<file path="src/rtl/div_pkg.sv">
// div_pkg: shared types and helpers for the RV32M divider.
//   div_op_e    : DIV / DIVU / REM / REMU encodings (op_i of div_unit).
//   div_state_e : divider control states.
//   INT_MIN     : most negative DIV_XLEN-bit value (signed-overflow operand).
//   negate()    : two's-complement negation at DIV_XLEN bits.
// Optional build macro used by div_unit: DIV_EARLY_OUT_EN.
package div_pkg;

   localparam int DIV_XLEN = 32;

   typedef enum logic [1:0] {
      DIV  = 2'b00,
      DIVU = 2'b01,
      REM  = 2'b10,
      REMU = 2'b11
   } div_op_e;

   typedef enum logic [1:0] {
      IDLE = 2'b00,
      CALC = 2'b01,
      DONE = 2'b10
   } div_state_e;

   localparam logic [DIV_XLEN-1:0] INT_MIN = {1'b1, {(DIV_XLEN-1){1'b0}}};

   function automatic logic [DIV_XLEN-1:0] negate(input logic [DIV_XLEN-1:0] v);
      return (~v) + DIV_XLEN'(1);
   endfunction

endpackage

</file>
<file path="src/rtl/div_step.sv">
// div_step: one combinational radix-2 restoring division iteration.
// Ports:
//   rem      in  : partial remainder before this step
//   quo      in  : dividend/quotient shift register before this step
//   divisor  in  : divisor magnitude
//   rem_next out : partial remainder after this step
//   quo_next out : quotient register after this step (new bit in LSB)
module div_step
   import div_pkg::*;
#(
   parameter int XLEN = DIV_XLEN
) (
   input  logic [XLEN-1:0] rem,
   input  logic [XLEN-1:0] quo,
   input  logic [XLEN-1:0] divisor,
   output logic [XLEN-1:0] rem_next,
   output logic [XLEN-1:0] quo_next
);

   logic [XLEN:0] shifted;
   logic [XLEN:0] trial;

   // rem < divisor always holds, so the shifted remainder fits in XLEN+1 bits
   // and the trial MSB is a reliable borrow/negative flag.
   assign shifted  = {rem, quo[XLEN-1]};
   assign trial    = shifted - {1'b0, divisor};
   assign rem_next = trial[XLEN] ? shifted[XLEN-1:0] : trial[XLEN-1:0];
   assign quo_next = {quo[XLEN-2:0], ~trial[XLEN]};

endmodule

</file>
<file path="src/rtl/div_unit.sv">
// div_unit: multi-cycle radix-2 restoring divider for RV32M DIV/DIVU/REM/REMU.
// Ports:
//   clk      in  : clock, rising edge
//   rst_n    in  : asynchronous active-low reset
//   start_i  in  : divide instruction valid in E, held while stalled
//   op_i     in  : 00 DIV, 01 DIVU, 10 REM, 11 REMU (sampled with start)
//   a_i      in  : dividend (sampled with start)
//   b_i      in  : divisor (sampled with start)
//   abort_i  in  : kill any in-flight operation
//   busy_o   out : stall request to the hazard unit (combinational)
//   done_o   out : result valid this cycle
//   result_o out : registered quotient or remainder
// Build macro DIV_EARLY_OUT_EN: when defined, |a| < |b| finishes in one cycle.
// XLEN must equal div_pkg::DIV_XLEN (package helpers are sized to it).
module div_unit
   import div_pkg::*;
#(
   parameter int XLEN = DIV_XLEN
) (
   input  logic            clk,
   input  logic            rst_n,
   input  logic            start_i,
   input  logic [1:0]      op_i,
   input  logic [XLEN-1:0] a_i,
   input  logic [XLEN-1:0] b_i,
   input  logic            abort_i,
   output logic            busy_o,
   output logic            done_o,
   output logic [XLEN-1:0] result_o
);

   localparam int CW = $clog2(XLEN);

   div_state_e      state, next_state;
   div_op_e         op;
   logic            sign_a, sign_b;
   logic [XLEN-1:0] rem, quo, divisor;
   logic [CW-1:0]   count;
   logic [XLEN-1:0] result;

   // Decode of the incoming operands (valid while IDLE)
   logic            in_signed, in_is_rem, in_sign_a, in_sign_b;
   logic [XLEN-1:0] mag_a, mag_b;
   logic            div_zero, overflow, early, special, accept, last;
   logic [XLEN-1:0] special_result;

   logic [XLEN-1:0] step_rem, step_quo, fix_quo, fix_rem;

   assign in_signed = ~op_i[0];
   assign in_is_rem = op_i[1];
   assign in_sign_a = in_signed & a_i[XLEN-1];
   assign in_sign_b = in_signed & b_i[XLEN-1];
   assign mag_a     = in_sign_a ? negate(a_i) : a_i;
   assign mag_b     = in_sign_b ? negate(b_i) : b_i;
   assign div_zero  = (b_i == '0);
   assign overflow  = in_signed & (a_i == INT_MIN) & (b_i == '1);

`ifdef DIV_EARLY_OUT_EN
   assign early = ~div_zero & (mag_a < mag_b);
`else
   assign early = 1'b0;
`endif

   assign special = div_zero | overflow | early;

   // Early-out shares the divide-by-zero remainder (a unchanged) and gives q=0.
   always_comb begin
      special_result = '0;
      if (div_zero)
         special_result = in_is_rem ? a_i : '1;
      else if (overflow)
         special_result = in_is_rem ? '0 : INT_MIN;
      else
         special_result = in_is_rem ? a_i : '0;
   end

   assign accept = (state == IDLE) & start_i & ~abort_i;
   assign last   = (count == CW'(XLEN-1));

   div_step #(.XLEN(XLEN)) u_step (
      .rem      (rem),
      .quo      (quo),
      .divisor  (divisor),
      .rem_next (step_rem),
      .quo_next (step_quo)
   );

   // sign_a/sign_b are already gated by the signed-op flag when latched.
   assign fix_quo = (sign_a ^ sign_b) ? negate(step_quo) : step_quo;
   assign fix_rem = sign_a ? negate(step_rem) : step_rem;

   // State register
   always_ff @(posedge clk or negedge rst_n) begin
      if (!rst_n)
         state <= IDLE;
      else
         state <= next_state;
   end

   // Next-state logic
   always_comb begin
      next_state = state;
      if (abort_i) begin
         next_state = IDLE;
      end else begin
         case (state)
            IDLE:    if (start_i) next_state = special ? DONE : CALC;
            CALC:    if (last)    next_state = DONE;
            DONE:    next_state = IDLE;
            default: next_state = IDLE;
         endcase
      end
   end

   // Outputs
   always_comb begin
      busy_o = accept | (state == CALC);
      done_o = (state == DONE);
   end

   // Operand / working registers and the registered result
   always_ff @(posedge clk or negedge rst_n) begin
      if (!rst_n) begin
         op      <= DIV;
         sign_a  <= 1'b0;
         sign_b  <= 1'b0;
         rem     <= '0;
         quo     <= '0;
         divisor <= '0;
         count   <= '0;
         result  <= '0;
      end else if (!abort_i) begin
         case (state)
            IDLE: begin
               if (start_i) begin
                  op      <= div_op_e'(op_i);
                  sign_a  <= in_sign_a;
                  sign_b  <= in_sign_b;
                  divisor <= mag_b;
                  rem     <= '0;
                  quo     <= mag_a;
                  count   <= '0;
                  if (special)
                     result <= special_result;
               end
            end
            CALC: begin
               rem   <= step_rem;
               quo   <= step_quo;
               count <= count + CW'(1);
               if (last)
                  result <= op[1] ? fix_rem : fix_quo;
            end
            default: ;
         endcase
      end
   end

   assign result_o = result;

endmodule

</file>
<file path="config.mk">
export PLATFORM = sky130hd
export DESIGN_NAME = div_unit
export DESIGN_NICKNAME = d
export VERILOG_FILES = /design/src/rtl/div_pkg.sv /design/src/rtl/div_step.sv /design/src/rtl/div_unit.sv
export SDC_FILE = /design/constraint.sdc
export NUM_CORES = 1
export LEC_CHECK = 0
export ABC_AREA = 1
export ABC_CLOCK_PERIOD_IN_PS = 4150
export BUFFER_PORTS_ARGS = -buffer_cell sky130_fd_sc_hd__buf_2
export CAP_MARGIN = 10
export CORE_UTILIZATION = 51
export CTS_BUF_LIST = sky130_fd_sc_hd__clkbuf_16
export CTS_CLUSTER_DIAMETER = 100
export CTS_CLUSTER_SIZE = 16
export DETAILED_ROUTE_END_ITERATION = 8
export PLACE_DENSITY_LB_ADDON = 0.08
export SLEW_MARGIN = 30
export SYNTH_ARGS = -nofsm -noshare
export SYNTH_HDL_FRONTEND = slang
export SYNTH_SLANG_ARGS = --single-unit
export TNS_END_PERCENT = 100
</file>
<file path="constraint.sdc">
create_clock -name clk -period 4.15 [get_ports clk]
set_clock_uncertainty 0.2 [all_clocks]
set_input_delay 0.415 -clock clk [delete_from_list [all_inputs] [get_ports clk]]
set_output_delay 0.415 -clock clk [all_outputs]
set_load 0.02 [all_outputs]
</file>
# Word-level counts from Yosys, hierarchy flattened

Cells that the tools add are included.

Add/subtract/negate cells: 6
Equal/unequal tests: 10
Mux-type cells: 26
Bitwise logic cells: 16
Reduce and logical (&&, ||, !) cells: 7

Operators with widths:

| cell                    | count |
|---|---|
| $mux W32                | 16 |
| $pmux W32 S2            | 3 |
| $add A32 B1 Y32 const B | 4 |
| $not A32 Y32            | 4 |
| $eq A32 B32 Y1 const B  | 2 |
| $sub A33 B32 Y33        | 1 |
| $logic_not A32 Y1       | 1 |
| $pmux W5 S2             | 1 |
| $mux W2                 | 4 |
| $and A1 B1 Y1           | 6 |
| $ne A2 B2 Y1 const B    | 3 |
| $ne A3 B3 Y1 const B    | 2 |
| $reduce_and A3 Y1       | 2 |
| $add A5 B1 Y5 const B   | 1 |
| $eq A5 B5 Y1 const B    | 1 |
| $mux W5                 | 1 |
| $reduce_and A5 Y1       | 1 |
| $pmux W2 S2             | 1 |
| $not A1 Y1              | 3 |
| $eq A2 B1 Y1 const B    | 1 |
| $eq A2 B2 Y1 const B    | 1 |
| $logic_not A2 Y1        | 1 |
| $or A1 B1 Y1            | 2 |
| $reduce_and A2 Y1       | 1 |
| 2 further kinds         | 2 |

Register bits: 139
Input port bits: 70
Output and inout bits: 34

# Logic depth before layout (Yosys ltp)

Depth after elaboration: 8
Gate-level depth with buffers: 29
Gate-level depth less buffers: 28

# Cells and area by module

From an unflattened synthesis, not the netlist that was laid out.

Cell total of the unflattened synthesis: 2408
Area total of the unflattened synthesis: 13963.4 µm²

By module, submodules not included:

| module   | instances | cells each | area each (µm²) | sequential area each (µm²) |
|---|---|---|---|---|
| div_unit | 1         | 1694       | 10567.6         | 3453.3 |
| div_step | 1         | 714        | 3395.8          | 0.0 |

# Worst setup path after synthesis

OpenSTA, ideal clock, no wires.

Kind: register to register
From: register quo[31]
To: register result[30] (netlist: result_o[30])
Library setup time: 117 ps
Data arrival time: 3692 ps
Required time: 3833 ps
Slack: 141 ps
Stages on the path, launching flop included: 29
Path buffers: 1
Period minus slack after synthesis: 4009 ps
Cell sequence: dfrtp_1 > inv_1 > ha_1 > inv_1 > fa_1 > nand2_1 > nand2_1 > nand3_1 > nand2_2 > nand2_2 > nand2_2 > nand2_2 > nand3_2 > nand2_8 > buf_4 > ha_1 > nand3_1 > nor3_1 > nand2_1 > o21ai_0 > o21ai_0 > a21oi_1 > nand2_1 > o21ai_0 > a21oi_1 > nor2_1 > nand2_1 > nand2_1 > nand2_1

Cells in the longest elaborated chain, start to end: 8

RTL lines:

| item                                   | RTL line                       | source |
|---|---|---|
| start, declared                        | div_unit.sv:37                 | `logic [XLEN-1:0] rem, quo, divisor;` |
| start signal, assigned                 | div_unit.sv:141                | `quo <= mag_a;` |
| start signal, assigned                 | div_unit.sv:149                | `quo <= step_quo;` |
| $sub A33 B32 Y33                       | div_step.sv:26                 | `assign trial = shifted - {1'b0, divisor};` |
| $mux W32 or $not A1 Y1 (tied branches) | div_step.sv:27, div_step.sv:28 |  |
| $not A32 Y32                           | div_pkg.sv:27                  | `return (~v) + DIV_XLEN'(1);` |
| $add A32 B1 Y32                        | div_pkg.sv:27                  |  |
| $mux W32 (on tied branches)            | div_unit.sv:90, div_unit.sv:89 |  |
| $mux W32 (*)                           | div_unit.sv:152                | `result <= op[1] ? fix_rem : fix_quo;` |
| $mux W32 (*)                           | div_unit.sv:151                | `if (last)` |
| $pmux W32 S2 (*)                       | div_unit.sv:133                | `case (state)` |
| end signal, assigned                   | div_unit.sv:144                | `result <= special_result;` |
| end signal, assigned                   | div_unit.sv:152                |  |
| end, declared                          | div_unit.sv:39                 | `logic [XLEN-1:0] result;` |

Every way passes the cells marked *; elsewhere a longest branch is shown, timed or not. The select of a mux whose other input is x is not followed.
A chain may end at the register's enable or synchronous reset.

# Final worst setup path

From: register quo[31]
To: register result[19] (netlist: result_o[19])

Same word-level chain as after synthesis.

==> results.md <==
* Status: complete, no violations
* Cell taking the most area after synthesis: dfrtp_1
* Gpl congestion at 0.956
* Crit path DAT at 4.01 ns
* Top cells by area, synth: dfrtp_1 (27%), nand2_1 (17%), inv_1 (7.5%)
* Critical path type: flip-flop to flip-flop
* Mapped cell area at 12600 sq um
* # DRC at 0
* CP required at 4.28 ns
* Hold EP: divisor[3]
* Num CTS Buffers at 17
* Hold Crit Depth at 3
* Starting Density at 51.8%
* Slew headroom at 39.0%
* Vias at 13862
* Initial antenna violation count at 0
* Reg2Reg Setup Slack at 0.26 ns
* Post-layout minimum cycle time at 3.89 ns
* Critical R2R Capture: result_o[19]
* Maxcap violations at 0
* Top Ports at 104
* Clock buffer depth at 2
* Clock-pin slew on the worst setup and hold paths at 0.07 ns
* Worst Hold Class: input port to flip-flop
* FMAX at 257 MHz
* Antenna-violating nets left at 0
* Fin. max-slew vios at 0
* YS warnings at 0
* IO buf count at 103
* Antenna diodes at 0
* CTS tree: yes
* Pwr/cell area at 971 nW/um^2
* Worst Hold Launch: b_i[3]
* Worst setup SP type: flip-flop
* Iter 0 DRT Violations at 1623
* Nature of the critical path endpoint: flip-flop
* Final core utilization at 59.0%
* Avg Vias per Cell at 5.60
* Netlist cell types at 54
* Post-Route WL at 43600 microns
* Cell mode on critical path: nand2_1
* Top cell type's share of synthesized area at 27.4%
* Worst skew pair latency at 0.44 ns
* H-Tree Depth at 4
* DRT Pass-1 Iters at 6
* Largest net degree at the start of global routing at 93
* Width of the die at 159 microns
* Crit Reg-Reg Startpoint: quo[31]
* Die Area at 25400 sq um
* Max FO, Critical Path at 9
* Post-layout nets at 2250
* Vias in the first global route at 12705
* CP peak stage delay at 0.38 ns
* #FFs+latches synth at 138
* Site row count at 57
* WL/cell at 17.6 microns
* VDD IR-drop max at 0.745 mV
* Slowest stage cell, crit path: dfrtp_1
* Fraction of layout cells with a size suffix above 1 at 13.3%
* First-pass GRT wire length at 68900 microns
* Height of the die at 159 microns
* PnR worst setup slack at 0.263 ns
* Worst slew pin tran at 0.915 ns
* Layout area overhead at 13.9%
* Clk root buf: clkbuf_16
* Global route overflow at 0
* Period Utilization, post-route at 93.7%
* Clk sinks at 138
* Syn nets at 2140
* Avg Cell Area, Syn at 6.21 sq um
* Register area share after synthesis at 27.4%
* Final hold slack at 0.113 ns
* Gr usage total at 34.6%
* Post-DP HPWL at 33900 microns
* Final setup viols at 0
* Core footprint at 24300 sq um
* Cells after Synth at 2030
* Final Hold Viols at 0
* Reg2Reg Depth at 29
* Leak Pwr at 7.49 nW
* Place WS at 0.0624 ns
## worst max-delay path: cells and delay by family, from the launching register on
family / cells / cell delay [ns]
adders and majority gates: 2 / 0.50
buffers and inverters: 5 / 0.62
and+or+nand+nor: 22 / 2.08
DFF: 1 / 0.38
## logic make-up after synthesis
family                   count (synthesis)  share of synthesized area (%)
adder cells (fa/ha/maj)                 40                           4.03
buffers and inverters                  334                           10.6
AND/OR/NAND/NOR                       1033                           34.9
flip-flops                             138                           27.4
AO/OA/AOI/OAI                          421                           18.7
XOR/XNOR                                64                           4.45
## metal layers
layer | wire, microns | part of all wire [%] | GRT usage [%]
met5 | 0 | 0 | 0
met3 | 3090 | 7.1 | 4.19
met2 | 19100 | 44 | 53.2
met1 | 20300 | 46 | 50.4
met4 | 1160 | 2.7 | 11.0
## cell type report
| type | instances | area, sq um |
|---|---|---|
| Clock inverter | 15 | 176 |
| Multi-Input combinational cell | 1558 | 7910 |
| Fill cell | 2461 | 9960 |
| Sequential cell | 138 | 3450 |
| Timing Repair Buffer | 165 | 1010 |
| Clock buffer | 17 | 425 |
| Inverter | 260 | 976 |
| Tap cell | 324 | 405 |
## timing repair
item,in CTS,in global routing
setup buffers,0,2
endpoints found under the hold margin,91,0
endpoints found under the setup margin,0,25
gates resized for setup,0,27
hold buffers,2,0
## synthesized netlist by cell type, drive strengths merged
| cell | n |
|---|---|
| nand2 | 587 |
| inv | 257 |
| nor2 | 237 |
| o21ai | 183 |
| a21oi | 155 |
| dfrtp | 138 |
| nand3 | 133 |
| clkbuf | 58 |
| xor2 | 43 |
| ha | 39 |
| nor3 | 32 |
| o22ai | 26 |
| nand4 | 22 |
| xnor2 | 21 |
| o211ai | 18 |
| buf | 16 |
| o221ai | 10 |
| a31oi | 8 |
| nor4 | 7 |
| o21bai | 7 |
| nand3b | 5 |
| or2 | 4 |
| a21o | 3 |
| clkinv | 3 |
| o21a | 3 |
| o31ai | 3 |
| nor3b | 2 |
| o41ai | 2 |
| a211oi | 1 |
| a22oi | 1 |
| and2 | 1 |
| fa | 1 |
| nand2b | 1 |
| o32ai | 1 |
| or3 | 1 |
| or4 | 1 |
## registers in the layout (all words and copies together), names as in the netlist
signal and count:
sign_b 1, state 2, divisor 32, count 5, sign_a 1, rem 32
quo 32, result_o 32, op 1
## worst max-delay path by stage
stage	from	endpoint	slack, ns	depth (start not counted)
detailed placement	quo[31]	result_o[28]	0.06	28
CTS	quo[31]	result_o[30]	0.009	27
global route	quo[31]	result_o[19]	-0.01	29
floorplan	quo[31]	result_o[30]	0.14	28
global placement	quo[31]	result_o[28]	0.17	28
finish	quo[31]	result_o[19]	0.26	29
## placed cells by master (no fill, tap or decap), types with 3 or more instances in the layout
master,count
nand2_1,553
inv_1,255
nor2_1,219
o21ai_0,153
a21oi_1,148
dfrtp_1,138
nand3_1,124
buf_2,102
buf_4,58
xor2_1,43
ha_1,37
nor3_1,29
nand2_2,28
o22ai_1,26
nand4_1,22
xnor2_1,21
o21ai_1,18
o211ai_1,18
clkbuf_16,17
nor2_2,13
o21ai_2,12
o221ai_1,10
nand3_2,8
a31oi_1,8
o21bai_1,7
nor4_1,7
a21oi_2,6
inv_2,5
nand2_4,5
nand3b_1,5
nor2_4,5
a21o_1,3
nor3_2,3
or2_2,3
o21a_1,3
o31ai_1,3
clkinvlp_4,3
bufinv_16,3
## report_power, final
group | internal [W] | switching, W | leakage [nW] | total (W)
sequential | 0.00194 | 0.000489 | 1.72 | 0.00243
clock | 0.000948 | 0.000666 | 0.294 | 0.00161
combinational | 0.00328 | 0.00661 | 5.47 | 0.00989
total | 0.00617 | 0.00777 | 7.49 | 0.0139
## stage by stage
stage / area (sq um) / cells / TNS [ns] / power (W)
final: 14400 / 2477 / 0 / 0.0139
after global routing: 14400 / 2477 / -0.0145 / 0.0152
after CTS: 14300 / 2475 / 0 / 0.0136
after detailed placement: 13600 / 2441 / 0 / 0.0119
after global placement: 13600 / 2441 / 0 / 0.0118
after floorplan: 12600 / 2030 / 0 / 0.00932
Power figures use the tool's default switching activity.
